$ cat config.mk
export PLATFORM = sky130hd
export DESIGN_NAME = reg_list_sequencer
export DESIGN_NICKNAME = d
export VERILOG_FILES = /design/src/rtl/reg_list_sequencer.sv
export SDC_FILE = /design/constraint.sdc
export NUM_CORES = 1
export LEC_CHECK = 0
export CAP_MARGIN = 15
export CORE_ASPECT_RATIO = 0.75
export CORE_MARGIN = 2
export CORE_UTILIZATION = 48
export CTS_CLUSTER_DIAMETER = 100
export CTS_CLUSTER_SIZE = 25
export DETAILED_ROUTE_END_ITERATION = 10
export MAX_ROUTING_LAYER = met4
export PLACE_DENSITY_LB_ADDON = 0.05
export SETUP_SLACK_MARGIN = 0.4
export SLEW_MARGIN = 20
export SYNTH_ARGS = -nofsm -noshare
export SYNTH_HDL_FRONTEND = slang
export SYNTH_SLANG_ARGS = --single-unit
export TNS_END_PERCENT = 30
$ cat constraint.sdc
create_clock -name Clk -period 7.15 [get_ports Clk]
set_clock_uncertainty 0.15 [all_clocks]
set_input_delay 1.43 -clock Clk [delete_from_list [all_inputs] [get_ports Clk]]
set_output_delay 1.43 -clock Clk [all_outputs]
set_load 0.02 [all_outputs]
$ cat src/rtl/reg_list_sequencer.sv
// reg_list_sequencer: walks an LDM/STM register list lowest index first, one register per Advance
//   Clk, Reset                   clock and synchronous active-high reset
//   Start, RegList, BaseAddr     transfer request; list and base are latched when Start is accepted in IDLE
//   Up, Before                   U/P addressing bits (IA, IB, DA, DB)
//   Advance                      consumer accepts the current register
//   Busy, Valid, Done            state decode: ISSUE or DONE / ISSUE / DONE
//   RegNum, RegOneHot, Addr      current register, its one-hot mask and its transfer address
//   Last                         current register is the final one in the list
//   Count, WbAddr                register count and base writeback value of the latched transfer
module reg_list_sequencer #(
    parameter int LIST_W = 16,
    parameter int IDX_W  = 4,
    parameter int ADDR_W = 32
) (
    input  logic              Clk,
    input  logic              Reset,
    input  logic              Start,
    input  logic [LIST_W-1:0] RegList,
    input  logic [ADDR_W-1:0] BaseAddr,
    input  logic              Up,
    input  logic              Before,
    input  logic              Advance,
    output logic              Busy,
    output logic              Valid,
    output logic [IDX_W-1:0]  RegNum,
    output logic [LIST_W-1:0] RegOneHot,
    output logic [ADDR_W-1:0] Addr,
    output logic              Last,
    output logic              Done,
    output logic [IDX_W:0]    Count,
    output logic [ADDR_W-1:0] WbAddr
);
    localparam int CNT_W = IDX_W + 1;

    typedef enum logic [1:0] {IDLE = 2'd0, ISSUE = 2'd1, DONE = 2'd2} state_t;

    state_t            state_q, state_d;
    logic [LIST_W-1:0] rem_q, rem_d, onehot_q, onehot_d;
    logic [IDX_W-1:0]  num_q, num_d;
    logic [ADDR_W-1:0] addr_q, addr_d, wb_q, wb_d, start_off;
    logic [CNT_W-1:0]  cnt_q, cnt_d, start_cnt;
    logic              last_q, last_d;

    function automatic logic [CNT_W-1:0] popcnt(input logic [LIST_W-1:0] v);
        popcnt = '0;
        for (int i = 0; i < LIST_W; i++)
            popcnt = popcnt + CNT_W'(v[i]);
    endfunction

    // Scanning downward lets the lowest set bit win.
    function automatic logic [IDX_W-1:0] penc(input logic [LIST_W-1:0] v);
        penc = '0;
        for (int i = LIST_W - 1; i >= 0; i--)
            if (v[i]) penc = IDX_W'(i);
    endfunction

    assign start_cnt = popcnt(RegList);
    assign start_off = ADDR_W'(start_cnt) << 2;

    always_ff @(posedge Clk) begin
        if (Reset) begin
            state_q  <= IDLE;
            rem_q    <= '0;
            onehot_q <= '0;
            num_q    <= '0;
            addr_q   <= '0;
            wb_q     <= '0;
            cnt_q    <= '0;
            last_q   <= 1'b0;
        end else begin
            state_q  <= state_d;
            rem_q    <= rem_d;
            onehot_q <= onehot_d;
            num_q    <= num_d;
            addr_q   <= addr_d;
            wb_q     <= wb_d;
            cnt_q    <= cnt_d;
            last_q   <= last_d;
        end
    end

    // The per-register outputs are derived from the next remaining list,
    // so they appear registered in the same cycle the state enters or stays in ISSUE.
    always_comb begin
        state_d = state_q;
        rem_d   = rem_q;
        cnt_d   = cnt_q;
        wb_d    = wb_q;
        addr_d  = addr_q;
        case (state_q)
            IDLE: if (Start) begin
                rem_d   = RegList;
                cnt_d   = start_cnt;
                wb_d    = Up ? BaseAddr + start_off : BaseAddr - start_off;
                // Decrementing modes start at the bottom of the block; an extra word is added for IB and DA.
                addr_d  = (Up ? BaseAddr : BaseAddr - start_off) + ((Up == Before) ? ADDR_W'(4) : '0);
                state_d = (RegList != '0) ? ISSUE : DONE;
            end
            ISSUE: if (Advance) begin
                rem_d   = rem_q & ~onehot_q;
                addr_d  = addr_q + ADDR_W'(4);
                state_d = (rem_d == '0) ? DONE : ISSUE;
            end
            default: state_d = IDLE;
        endcase
        num_d    = (state_d == ISSUE) ? penc(rem_d) : '0;
        onehot_d = (state_d == ISSUE) ? LIST_W'(1) << num_d : '0;
        last_d   = (state_d == ISSUE) && (popcnt(rem_d) == CNT_W'(1));
        addr_d   = (state_d == ISSUE) ? addr_d : '0;
    end

    always_comb begin
        Busy  = state_q != IDLE;
        Valid = state_q == ISSUE;
        Done  = state_q == DONE;
    end

    assign RegNum    = num_q;
    assign RegOneHot = onehot_q;
    assign Addr      = addr_q;
    assign Last      = last_q;
    assign Count     = cnt_q;
    assign WbAddr    = wb_q;
endmodule

== Word-level counts from Yosys, hierarchy flattened ==
Index checks and enable logic that the tools add are counted.

* Equality and inequality tests: 7
* Bitwise gates (word level): 3
* Multiplexer cells: 31
* Add/sub/neg operators: 34
* Shift operators: 1
* Reductions and logical operators: 9

{| class="wikitable"
|+ Operators by type and width
! cell !! number
|-
| $mux W32 || 4
|-
| $add A5 B1 Y5 || 22
|-
| $mux W4 || 17
|-
| $pmux W32 S2 || 1
|-
| $add A32 B3 Y32 || 1
|-
| $add A32 B3 Y32 const B || 1
|-
| $add A32 B7 Y32 || 1
|-
| $mux W16 || 2
|-
| $pmux W16 S2 || 1
|-
| $sub A32 B7 Y32 || 1
|-
| $and A16 B16 Y16 || 1
|-
| $logic_not A16 Y1 || 1
|-
| $not A16 Y16 || 1
|-
| $reduce_bool A16 Y1 || 1
|-
| $shl A1 B4 Y16 const A || 1
|-
| $add A4 B1 Y5 || 2
|-
| $add A3 B1 Y4 || 2
|-
| $mux W2 || 4
|-
| $add A2 B1 Y3 || 2
|-
| $eq A5 B1 Y1 const B || 1
|-
| $add A1 B1 Y2 || 2
|-
| $eq A2 B1 Y1 const B || 2
|-
| $ne A2 B2 Y1 const B || 2
|-
| $pmux W2 S2 || 1
|-
| 10 further kinds || 11
|}

* Output and inout bits: 93
* Flip-flop bits (word level): 108
* Input port bits: 54

== Logic depth before layout (Yosys ltp) ==
* Depth after elaboration: 22
* Gate-level depth with buffers: 23

== Worst setup path before layout ==
OpenSTA, ideal clock, no wires.

* Path kind: in2reg
* From: input port RegList[0]
* To: register addr_q[20] (netlist: Addr[20])
* Cell stages on the path: 22
* Arrival time: 7.460 ns
* Path slack: -0.522 ns
* Required time: 6.938 ns
* Cell sequence: fa_1 -> inv_1 -> fa_1 -> fa_1 -> fa_1 -> inv_1 -> ha_1 -> fa_1 -> xnor2_1 -> inv_1 -> ha_1 -> or2_1 -> a211o_1 -> buf_2 -> a21boi_1 -> o22ai_2 -> or4_1 -> buf_2 -> nor4_2 -> mux2_1 -> or3_1 -> nand3_1

* Word-level cells in the longest chain between the ends: 20

{| class="wikitable"
|+ RTL lines
! element !! line !! source
|-
| start, declared || 18 || <nowiki>input logic [LIST_W-1:0] RegList,</nowiki>
|-
| $add A1 B1 Y2 || 47 || <nowiki>popcnt = popcnt + CNT_W'(v[i]);</nowiki>
|-
| $add A2 B1 Y3 || 47 ||
|-
| $add A3 B1 Y4 || 47 ||
|-
| $add A4 B1 Y5 || 47 ||
|-
| $add A5 B1 Y5 (11 in series) || 47 ||
|-
| via start_cnt[2] || 41 || <nowiki>logic [CNT_W-1:0] cnt_q, cnt_d, start_cnt;</nowiki>
|-
| $sub A32 B7 Y32 || 96 || <nowiki>addr_d = (Up ? BaseAddr : BaseAddr - start_off) + ((Up == Before) ? ADDR_W'(4) : '0);</nowiki>
|-
| $mux W32 || 96 ||
|-
| $add A32 B3 Y32 || 96 ||
|-
| $mux W32 || 91 || <nowiki>IDLE: if (Start) begin</nowiki>
|-
| $pmux W32 S2 || 90 || <nowiki>case (state_q)</nowiki>
|-
| end signal, assigned || 75 || <nowiki>addr_q <= addr_d;</nowiki>
|-
| end, declared || 40 || <nowiki>logic [ADDR_W-1:0] addr_q, addr_d, wb_q, wb_d, start_off;</nowiki>
|}

The timed path passes the listed nets, and every way through them passes these cells. The select of a mux whose other input is x is not followed.
A chain may end at the register's enable or synchronous reset.

== Final worst setup path ==
* From: input port RegList[9]
* To: register addr_q[20] (netlist: Addr[20])

* Word-level cells in the longest chain between the ends: 12

{| class="wikitable"
|+ RTL lines
! element !! line
|-
| $add A5 B1 Y5 (7 in series) || 47
|-
| via start_cnt[1] || 41
|-
| $sub A32 B7 Y32 || 96
|-
| $mux W32 || 96
|-
| $add A32 B3 Y32 || 96
|-
| $mux W32 || 91
|-
| $pmux W32 S2 || 90
|}

The timed path passes the listed nets, and every way through them passes these cells. The select of a mux whose other input is x is not followed.

==> results.sh <==
export IMPL_status="complete, but fails checks"
export IMPL_failed_checks="setup timing"
export IMPL_drv_cap=0
export IMPL_wl_mm=28.8
export IMPL_ctsHoldBuffers=0
export IMPL_hold_violations=0
export IMPL_layout_commonest_cell="buf_4"
export IMPL_power_leakage_nw=4.66
export IMPL_synthFlopType="dfxtp_1"
export IMPL_portBuffers=146
export IMPL_report_final_slew_viol_count=0
export IMPL_syn_to_final_growth_pct=41.3
export IMPL_drt_iter0_drc=917
export IMPL_fp_coreArea_sq_um=16800
export IMPL_tightest_slew_ns=1.12
export IMPL_synth_top_area_cell="dfxtp_1"
export IMPL_drive_gt1_share_pct=21.7
export IMPL_layout_min_cycle_time_ns=7.24
export IMPL_stdcell_area_sq_um=11700
export IMPL_layout_cells_non_filler=1558
export IMPL_postSynthCellCount=1093
export IMPL_synth_area_leaders="dfxtp_1 26%, a21oi_1 6.1%, xnor2_1 5.9%, nand2_1 5.7%, fa_1 5.3%"
export IMPL_ys_seq_elements=108
export IMPL_layout_setup_ws_ns=-0.0942
export IMPL_postRouteAntennaNets=0
export IMPL_cp_arrival_ns=7.40
export IMPL_place_ws_ns=-0.738
export IMPL_ys_async_sr_fraction_pct=0
export IMPL_synth_net_count=1194
export IMPL_io_pins=147
export IMPL_synth_edf_count=0
export IMPL_die_h_um=118
export IMPL_placed_cells=1517
export IMPL_setup_viol=9
export IMPL_firstDrtPassIters=5
export IMPL_holdWs_ns=0.305
export IMPL_critPathRequiredTime_ns=7.30
export IMPL_setup_tns_final_ns=-0.398
export IMPL_slew_headroom_pct=24.1
export IMPL_place_gp_congestion=0.954
export IMPL_dpl_cell_area_sq_um=10800
export IMPL_rsz0062_at_grt="yes"
export IMPL_crit_type="in -> reg"
export IMPL_yosys_area_top_type_share_pct=26.2
export IMPL_grt_pass1_vias=8378
export IMPL_grt_remaining_overflow=0
export IMPL_cp_max_fo=5
export IMPL_synth_area_per_cell_sq_um=7.56
export IMPL_synth_cell_type_count=88
export IMPL_cts_reportedPaths_clkPinSlew_ns=0.08
export IMPL_die_area_sq_um=18300
export IMPL_fin_crit_sh_pct=101
export IMPL_clock_sinks=108
export IMPL_hold_path_class="reg -> reg"
export IMPL_dpl_hpwl_mm=21.0
export IMPL_power_density_nw_per_um2=270
export IMPL_clock_path_buffers=2
export IMPL_via_per_inst=5.86
export IMPL_vdd_drop_max_mv=0.196
export IMPL_grt_usage_pct=31.7
export IMPL_cts_buffers=9
export IMPL_seq_area_frac_synth_pct=26.2
export IMPL_clk_latency_ns=0.37
export IMPL_syn_area_sq_um=8270
export IMPL_root_buffer="clkbuf_16"
export IMPL_antenna_found_initial=1
export IMPL_start_util_pct=49.1
export IMPL_endpoint_kind="flop"
export IMPL_grt_max_degree=57
export IMPL_fin_nets=1438
export IMPL_fmax_ghz=0.138
export IMPL_die_x_um=156
export IMPL_ys_warnings_count=0
export IMPL_cts_max_level=3
export IMPL_start_kind="input port"
export IMPL_drc=0
export IMPL_avgRoutedWirePerCell_um=18.5
export IMPL_vias=9133
export IMPL_num_rows=41
export IMPL_grt_pass1_wl_mm=45.4
export IMPL_r2r_setup_slack_ns=1.90
export IMPL_layout_common_cells="139 x buf_4, 136 x clkdlybuf4s50_1, 122 x nand2_1"
export IMPL_cts_tree="yes"
through the flow:
stage	power (mW)	util [%]
CTS	3.08	68.5
global route	3.36	69.4
detailed placement	2.47	64.0
global placement	2.45	64.0
finish	3.15	69.4
floorplan	1.80	-
where the power goes:
group | internal, mW | leakage (nW) | switching (mW) | total, mW
Sequential | 0.657 | 0.883 | 0.0461 | 0.703
Combinational | 0.910 | 3.63 | 1.03 | 1.94
Clock | 0.248 | 0.147 | 0.265 | 0.513
Total | 1.81 | 4.66 | 1.34 | 3.15
cells by family (layout without fill, tap and decap cells):
group	after synthesis	in the layout	share of synthesized area, %
and+or+nand+nor	446	446	28.3
AOI/OAI and AO/OA	277	277	21.4
DFF	108	108	26.2
xor gates and xnor gates	66	66	6.99
other	0	1	0
muxes	11	11	1.44
adders and majority gates	47	47	9.11
buffers and inverters	138	387	6.64
synthesized netlist by cell type, types with 11 or more instances:
library cell / count
a211oi_1: 15
a21o_1: 13
a21oi_1: 101
a31oi_1: 24
and3_1: 18
clkbuf_1: 50
dfxtp_1: 108
fa_1: 22
ha_1: 25
inv_1: 69
nand2_1: 125
nand2b_1: 11
nand3_1: 39
nand4_1: 14
nor2_1: 95
nor2b_1: 13
nor3_1: 30
nor4_1: 18
o21ai_0: 48
or3_1: 17
xnor2_1: 56
final timing paths:
check,start,to,cells after the start
max reg2reg,state_q[0],Last,15
max,RegList[9],Addr[20],21
min reg2reg,WbAddr[13],WbAddr[13],2
min,WbAddr[13],WbAddr[13],2
state kept, by name, indices dropped and copies added (netlist names):
signal and flops:
Count 5, Last 1, RegNum 4, WbAddr 32, rem_q 16, state_q 2
RegOneHot 16, Addr 32
layout make-up:
class / count / area, sq um
Antenna cell: 1 / 2.50
Fill cell: 1381 / 5140
Inverter: 70 / 263
Sequential cell: 108 / 2160
Timing Repair Buffer: 301 / 2650
Tap cell: 215 / 269
Clock inverter: 7 / 76.3
Multi-Input combinational cell: 847 / 6040
Clock buffer: 9 / 225
timing repair:
action                     in CTS  in global routing
buffers inserted               20                  4
resized for setup             102                 24
hold endpoints to repair        0                  0
pin swaps                      69                 34
setup endpoints to repair      30                 29
metal layers:
layer  routed length, um  GRT usage, %
met1               13800          49.5
met2               11600          41.9
met3                2980          6.52
met4                 294          5.10
met5                   0             -
critical path, cell delays in order:
cell and delay, ns:
buf_6 0.10, fa_1 0.55, inv_1 0.06, fa_1 0.52, fa_1 0.44, fa_1 0.53
inv_2 0.05, ha_4 0.16, fa_2 0.49, fa_2 0.37, or2_4 0.28, a211oi_4 0.42
buf_4 0.20, o41ai_2 0.10, o2bb2ai_2 0.17, a211o_4 0.35, buf_12 0.14, nor4_4 0.32
mux2_4 0.34, or3_1 0.30, nand3_1 0.08
No activity file was read; power rests on OpenSTA's default activity.
